==> config.mk <==
export PLATFORM = sky130hd
export DESIGN_NAME = divider_frontend
export DESIGN_NICKNAME = d
export VERILOG_FILES = /design/src/rtl/divider_frontend.sv
export SDC_FILE = /design/constraint.sdc
export NUM_CORES = 1
export LEC_CHECK = 0
export ABC_AREA = 1
export BUFFER_PORTS_ARGS = -buffer_cell sky130_fd_sc_hd__buf_4
export CAP_MARGIN = 20
export CORE_AREA = 2 2 108 110
export DETAILED_ROUTE_END_ITERATION = 6
export DIE_AREA = 0 0 110 112
export PLACE_DENSITY = 0.77
export SETUP_SLACK_MARGIN = 0.2
export SYNTH_ARGS = -nofsm -noshare
export SYNTH_HDL_FRONTEND = slang
export SYNTH_SLANG_ARGS = --single-unit
export TNS_END_PERCENT = 10
==> constraint.sdc <==
create_clock -name clk -period 2.2 [get_ports clk]
set_clock_uncertainty 0.1 [all_clocks]
set_input_delay 0.44 -clock clk [delete_from_list [all_inputs] [get_ports clk]]
set_output_delay 0.44 -clock clk [all_outputs]
set_load 0.01 [all_outputs]
==> src/rtl/divider_frontend.sv <==
// Request/response wrapper for the fixed-latency reciprocal divider core.
// Tags in-flight requests, patches a==0 / b==0 and buffers results in a FIFO.
module divider_frontend #(
  parameter int WIDTH   = 16,
  parameter int LATENCY = 2,
  parameter int DEPTH   = 4
) (
  input  logic             clk,
  input  logic             reset,
  input  logic             in_valid,
  output logic             in_ready,
  input  logic [WIDTH-1:0] in_a,
  input  logic [WIDTH-1:0] in_b,
  output logic [WIDTH-1:0] div_a,
  output logic [WIDTH-1:0] div_b,
  input  logic [WIDTH-1:0] div_r,
  output logic             out_valid,
  input  logic             out_ready,
  output logic [WIDTH-1:0] out_q,
  output logic             out_dz,
  output logic             idle
);

  localparam int AW = $clog2(DEPTH);
  localparam int CW = AW + 1;
  localparam logic [CW-1:0] FULL = CW'(DEPTH);

  logic [CW-1:0]      occ_q, occ_d;
  logic [CW-1:0]      cnt_q, cnt_d;
  logic [AW-1:0]      wptr_q, wptr_d;
  logic [AW-1:0]      rptr_q, rptr_d;
  logic [LATENCY-1:0] tv_q, tv_d;
  logic [LATENCY-1:0] taz_q, taz_d;
  logic [LATENCY-1:0] tbz_q, tbz_d;
  logic [WIDTH:0]     mem_q [DEPTH];
  logic [WIDTH:0]     mem_d [DEPTH];
  logic [WIDTH:0]     head_q, head_d;
  logic [WIDTH:0]     cap_e;
  logic               issue;
  logic               pop;
  logic               cap;

  assign div_a     = in_a;
  assign div_b     = in_b;
  assign in_ready  = !reset && (occ_q < FULL);
  assign issue     = in_valid && in_ready;
  assign out_valid = (cnt_q != '0);
  assign pop       = out_valid && out_ready;
  assign cap       = tv_q[LATENCY-1];
  assign out_q     = head_q[WIDTH-1:0];
  assign out_dz    = head_q[WIDTH];
  assign idle      = (occ_q == '0);

  // Credit counter: FIFO entries plus requests still inside the core.
  always_comb begin
    occ_d = occ_q;
    unique case ({issue, pop})
      2'b10:   occ_d = occ_q + CW'(1);
      2'b01:   occ_d = occ_q - CW'(1);
      default: occ_d = occ_q;
    endcase
  end

  // Tag pipeline shadowing the core: {valid, a==0, b==0} per stage.
  always_comb begin
    tv_d     = '0;
    taz_d    = '0;
    tbz_d    = '0;
    tv_d[0]  = issue;
    taz_d[0] = issue && (in_a == '0);
    tbz_d[0] = issue && (in_b == '0);
    for (int i = 1; i < LATENCY; i++) begin
      tv_d[i]  = tv_q[i-1];
      taz_d[i] = taz_q[i-1];
      tbz_d[i] = tbz_q[i-1];
    end
  end

  // Patch special cases; b==0 wins over a==0.
  always_comb begin
    cap_e = {1'b0, div_r};
    if (tbz_q[LATENCY-1]) begin
      cap_e = {1'b1, {WIDTH{1'b1}}};
    end else if (taz_q[LATENCY-1]) begin
      cap_e = '0;
    end
  end

  // FIFO next state; head register reads the post-write storage.
  always_comb begin
    mem_d  = mem_q;
    wptr_d = wptr_q;
    rptr_d = rptr_q;
    cnt_d  = cnt_q;
    if (cap) begin
      mem_d[wptr_q] = cap_e;
      wptr_d        = wptr_q + AW'(1);
    end
    if (pop) begin
      rptr_d = rptr_q + AW'(1);
    end
    unique case ({cap, pop})
      2'b10:   cnt_d = cnt_q + CW'(1);
      2'b01:   cnt_d = cnt_q - CW'(1);
      default: cnt_d = cnt_q;
    endcase
    head_d = mem_d[rptr_d];
  end

  // State registers; reset drops in-flight tags and all FIFO contents.
  always_ff @(posedge clk) begin
    if (reset) begin
      occ_q  <= '0;
      cnt_q  <= '0;
      wptr_q <= '0;
      rptr_q <= '0;
      tv_q   <= '0;
      taz_q  <= '0;
      tbz_q  <= '0;
      head_q <= '0;
    end else begin
      occ_q  <= occ_d;
      cnt_q  <= cnt_d;
      wptr_q <= wptr_d;
      rptr_q <= rptr_d;
      tv_q   <= tv_d;
      taz_q  <= taz_d;
      tbz_q  <= tbz_d;
      head_q <= head_d;
    end
  end

  // Result storage needs no reset; occupancy gates visibility.
  always_ff @(posedge clk) begin
    mem_q <= mem_d;
  end

endmodule
======== Yosys cells after proc, flatten, opt, wreduce, memory -nomap -nowiden ========
Cells that the tools add are included.
word-level totals
  memories kept ........................... 0
  word-level logic and storage cells ...... 53
  latch bits .............................. 0
  register bits ........................... 101
  bits of input ports ..................... 52
  memory bits (read-only) ................. 0
  bits in writable memories ............... 0
operators by class
  equality and inequality tests ........... 4
  muxes and demuxes ....................... 12
  div/mod/pow operators ................... 0
  shift operators ......................... 0
  add/sub/neg operators ................... 6
  order comparisons ....................... 4
  reductions and logical operators ........ 13
  $mul .................................... 0
  bitwise logic cells ..................... 2
operators with widths
  operator                                             count
  bitwise mux 68 bit                                   1
  2-to-1 mux 17 bit                                    4
  2-to-1 mux 68 bit                                    1
  binary-select mux 17 bit (select 2 bit)              1
  demux 17 bit (select 2 bit)                          1
  zero test 16 bit                                     2
  2-to-1 mux 16 bit                                    1
  case mux 3 bit (2 select lines)                      2
  adder 3 x 1 -> 3 bit (second input constant)         2
  >= comparator 3 bit (second input constant)          2
  logical AND 1 bit                                    6
  inverter 2 -> 3 bit                                  2
  subtractor 3 x 1 -> 3 bit (second input constant)    2
  adder 2 x 1 -> 2 bit (second input constant)         2
  == test 2 x 1 -> 1 bit (second input constant)       2
  == test 2 bit (second input constant)                2
  nonzero test 2 bit                                   2
  zero test 3 bit                                      1
  < comparator 3 x 1 -> 1 bit (second input constant)  1
  < comparator 3 bit (second input constant)           1
  nonzero test 3 bit                                   1
  2-to-1 mux 2 bit                                     1
  zero test 1 bit                                      1

======== Logic depth before layout (Yosys ltp) ========
  word-level depth ........................ 10
  gate-level depth with buffers ........... 11

======== Worst setup path after synthesis ========
Ideal clock, no wire load.
  path kind ............................... input-to-reg
  from .................................... in reset
  to ...................................... reg occ_q[2]
  setup time .............................. 0.128 ns
  slack ................................... 0.118 ns
  arrival time ............................ 1.854 ns
  cell stages on the path ................. 10
  cell sequence ........................... clkbuf_1 nor2_1 nand2_1 ha_1 inv_1 fa_1 a21oi_1 o21ai_0 xor2_1 nor2_1
between the ends
  longest elaborated chain between the ends .. 5
  elaborated cells on any way between the ends .. 7
  classes of those cells .................. eq/ne (2); mux (1); reduce/logical (4)
RTL lines
  element                                                                line  RTL
  start: declaration                                                     9     input logic reset,
  zero test 1 bit (*)                                                    45    assign in_ready = !reset && (occ_q < FULL);
  logical AND 1 bit (*)                                                  45
  named net in_ready                                                     11    output logic in_ready,
  logical AND 1 bit (*)                                                  46    assign issue = in_valid && in_ready;
  == test 2 x 1 -> 1 bit or == test 2 bit (tied branches)                57    unique case ({issue, pop})
  case mux 3 bit (2 select lines) or nonzero test 2 bit (tied branches)  -
  end signal: assignment                                                 113   occ_q <= '0;
  end signal: assignment                                                 122   occ_q <= occ_d;
  end: declaration                                                       28    logic [CW-1:0] occ_q, occ_d;
Mark *: on every way through the listed nets, which the timed path passes. The rest lies on a longest branch.
A chain may end at the register's enable or synchronous reset.

======== Worst setup path after layout ========
  from .................................... reg cnt_q[1]
  to ...................................... reg occ_q[2]
between the ends
  longest elaborated chain between the ends .. 4
  elaborated cells on any way between the ends .. 6
  classes of those cells .................. eq/ne (2); mux (1); reduce/logical (3)
RTL lines
  element                                                                line  RTL
  start: declaration                                                     29    logic [CW-1:0] cnt_q, cnt_d;
  start signal: assignment                                               123   cnt_q <= cnt_d;
  nonzero test 3 bit (*)                                                 47    assign out_valid = (cnt_q != '0);
  logical AND 1 bit (*)                                                  48    assign pop = out_valid && out_ready;
  == test 2 x 1 -> 1 bit or == test 2 bit (tied branches)                57
  case mux 3 bit (2 select lines) or nonzero test 2 bit (tied branches)  -
Every way passes the cells marked *; elsewhere a longest branch is shown, timed or not.

==> summary.txt <==
First-pass GRT wire length -> 19.0 mm
WL met3 -> 921 microns
Number of global-route vias before repair -> 4187
Root buf cell -> clkbuf_16
Most frequent cells in the layout -> nand2_1 (161), inv_1 (138), buf_4 (113)
Pwr per Cell Area -> 1190 mW/mm^2
Critical path arrival -> 1.97 ns
Io pins -> 104
Nets -> 822
N_diodes -> 0
Clk sinks -> 101
Slew Viols, Final -> 0
TritonCTS clock tree -> done
Period utilization -> 83.9%
Unrepaired setup endpoints after global routing -> no
Ratio of cells with drive above 1 in the final layout -> 21.2%
Num CTS Buffers -> 9
Total power draw -> 6.98 mW
Die width -> 110 microns
Initial antenna violation count -> 0
Crit Path Max Fanout -> 4
Tmin final -> 1.85 ns
Leakage -> 3.29 nW
Maxcap violations -> 0
Final WL -> 11.2 mm
Highest routed layer -> met4
Mapped Nets -> 758
Via count -> 4332
Clock Latency Late Sink -> 0.34 ns
M1 WL -> 4.80 mm
Dpl cells -> 895
Slew HR -> 72.2%
Die H -> 112 microns
Core area -> 0.0112 sq mm
Worst Path Required -> 2.33 ns
Hold Startpoint -> in_a[6]
Hold Vio Cnt, Final -> 0
Reg area -> 0.00202 sq mm
Launching point of the worst reg2reg path -> cnt_q[1]
Critical Path Sink Type -> register
GPL Wtd Cong -> 0.803
Post-DR vias/cell -> 4.76
Total grt overflow -> 0
Worst Setup Start Kind -> register
Final number of setup-violating endpoints -> 0
Length of the first detailed-routing pass in iterations -> 5
Full die area -> 0.0123 sq mm
Fillers -> 1073
CP Class -> reg -> reg
Number of cells upsized or downsized after cts -> 0
H-Tree Depth -> 3
Met2 wire length -> 5.33 mm
Status -> finished, final reports clean
Largest net degree at the start of global routing -> 50
WHS -> 0.252 ns
Row Count -> 39
Initial Utilization -> 43.8%
Area occupied by multi-input gates -> 0.00192 sq mm
Clock slew at reported path FFs -> 0.07 ns
Synth cell types -> 28
Seq cells post-synth -> 101
Worst VDD drop -> 881 uV
Port buffer count -> 103
Max Fclk -> 0.542 GHz
HPWL Detailed -> 7.35 mm
Area growth syn-to-layout -> 20.0%
Mapped Avg Cell Area -> 7.00 sq um
Setup TNS -> 0 ns
CTS Hold Buffers Added -> 0
Deepest clock path buffer count -> 2
Post-CTS Setup Inserts -> 0
Per-cell routed wire length -> 12.3 microns
Worst Tran Pin Value -> 0.416 ns
1st-iter DRT viols -> 273
Mapped cell area -> 0.00489 sq mm
Antenna Nets Post-Route -> 0
Total global routing track utilization -> 19.5%
Most common cell after layout, fill and taps aside -> nand2_1
Crit. Startpoint -> cnt_q[1]
Post-Synthesis Cells -> 699
Yosys Warn Count -> 0
# DRC -> 0
Worst Hold Class -> in -> reg
Share of the yosys chip area belonging to registers -> 41.3%
Post-Layout Cell Count -> 911
[cells by family (layout without fill, tap and decap cells)]
group | count (synthesis) | after routing | share of synthesized area [%]
and+or+nand+nor | 319 | 319 | 29.8
DFF | 101 | 101 | 41.3
xor gates and xnor gates | 1 | 1 | 0.179
buffers and inverters | 204 | 273 | 19.5
AOI/OAI and AO/OA | 67 | 67 | 7.08
adders and majority gates | 7 | 7 | 2.10
[state kept, by name (all words and copies together) (netlist names)]
| register | count |
|---|---|
| cnt_q | 3 |
| head_q | 17 |
| mem_q | 68 |
| occ_q | 3 |
| rptr_q | 2 |
| taz_q | 2 |
| tbz_q | 2 |
| tv_q | 2 |
| wptr_q | 2 |
[cell type report]
type	instances	area share [%]
Clock buffer	9	3.84
Tap cell	143	3.05
Inverter	142	9.12
Multi-Input combinational cell	394	32.8
Sequential cell	101	34.4
Timing Repair Buffer	115	15.1
Clock inverter	7	1.66
[through the flow]
| step | utilization, % | worst slack (ns) | instance area, sq um |
|---|---|---|---|
| after floorplan | - | 0.218 | 4890 |
| after global placement | 49.6 | 0.254 | 5540 |
| after detailed placement | 49.6 | 0.201 | 5540 |
| after CTS | 52.5 | 0.247 | 5860 |
| after global routing | 52.5 | 0.215 | 5870 |
| final | 52.5 | 0.354 | 5870 |
[synth_stat cells, drive strengths merged]
cell	instances	share of area, %
or2	17	2.2
xor2	1	0.18
buf	53	7.8
nand4	2	0.26
nand3	104	11
clkbuf	9	0.74
nor4	4	0.51
fa	2	0.82
nand2	170	14
dfxtp	101	41
a21oi	25	2.6
nor2	19	1.5
o21ai	42	4.5
inv	142	11
nor3	3	0.31
ha	5	1.3
[worst max-delay path, cell delays in order, from the launching register on]
cell     delay (ns)
dfxtp_1        0.33
inv_1          0.09
nand2_4        0.11
nand2_4        0.08
inv_2          0.07
ha_1           0.14
inv_1          0.08
fa_2           0.36
a21oi_2        0.12
o21ai_1        0.08
xor2_1         0.13
nor2_1         0.05
[where the power goes]
part	switching, mW	internal (mW)	leakage [nW]
Clock	0.699	1.00	0.152
Combinational	1.57	1.08	2.30
Sequential	0.171	2.45	0.839
[metal layers]
metal  GRT usage (%)  vias to the layer above
li1                -                     2234
met1            23.9                     1915
met2            33.5                      164
met3            4.80                       19
met4            5.74                        0
met5               0                        -
[worst paths after layout]
| kind | to | depth (start not counted) | slack (ns) |
|---|---|---|---|
| worst max-delay path | occ_q[2] | 11 | 0.35 |
| worst min-delay path | taz_q[0] | 4 | 0.25 |
| worst max register to register | occ_q[2] | 11 | 0.35 |
| worst min register to register | tbz_q[1] | 2 | 0.31 |
(Power assumes the default switching activity.)
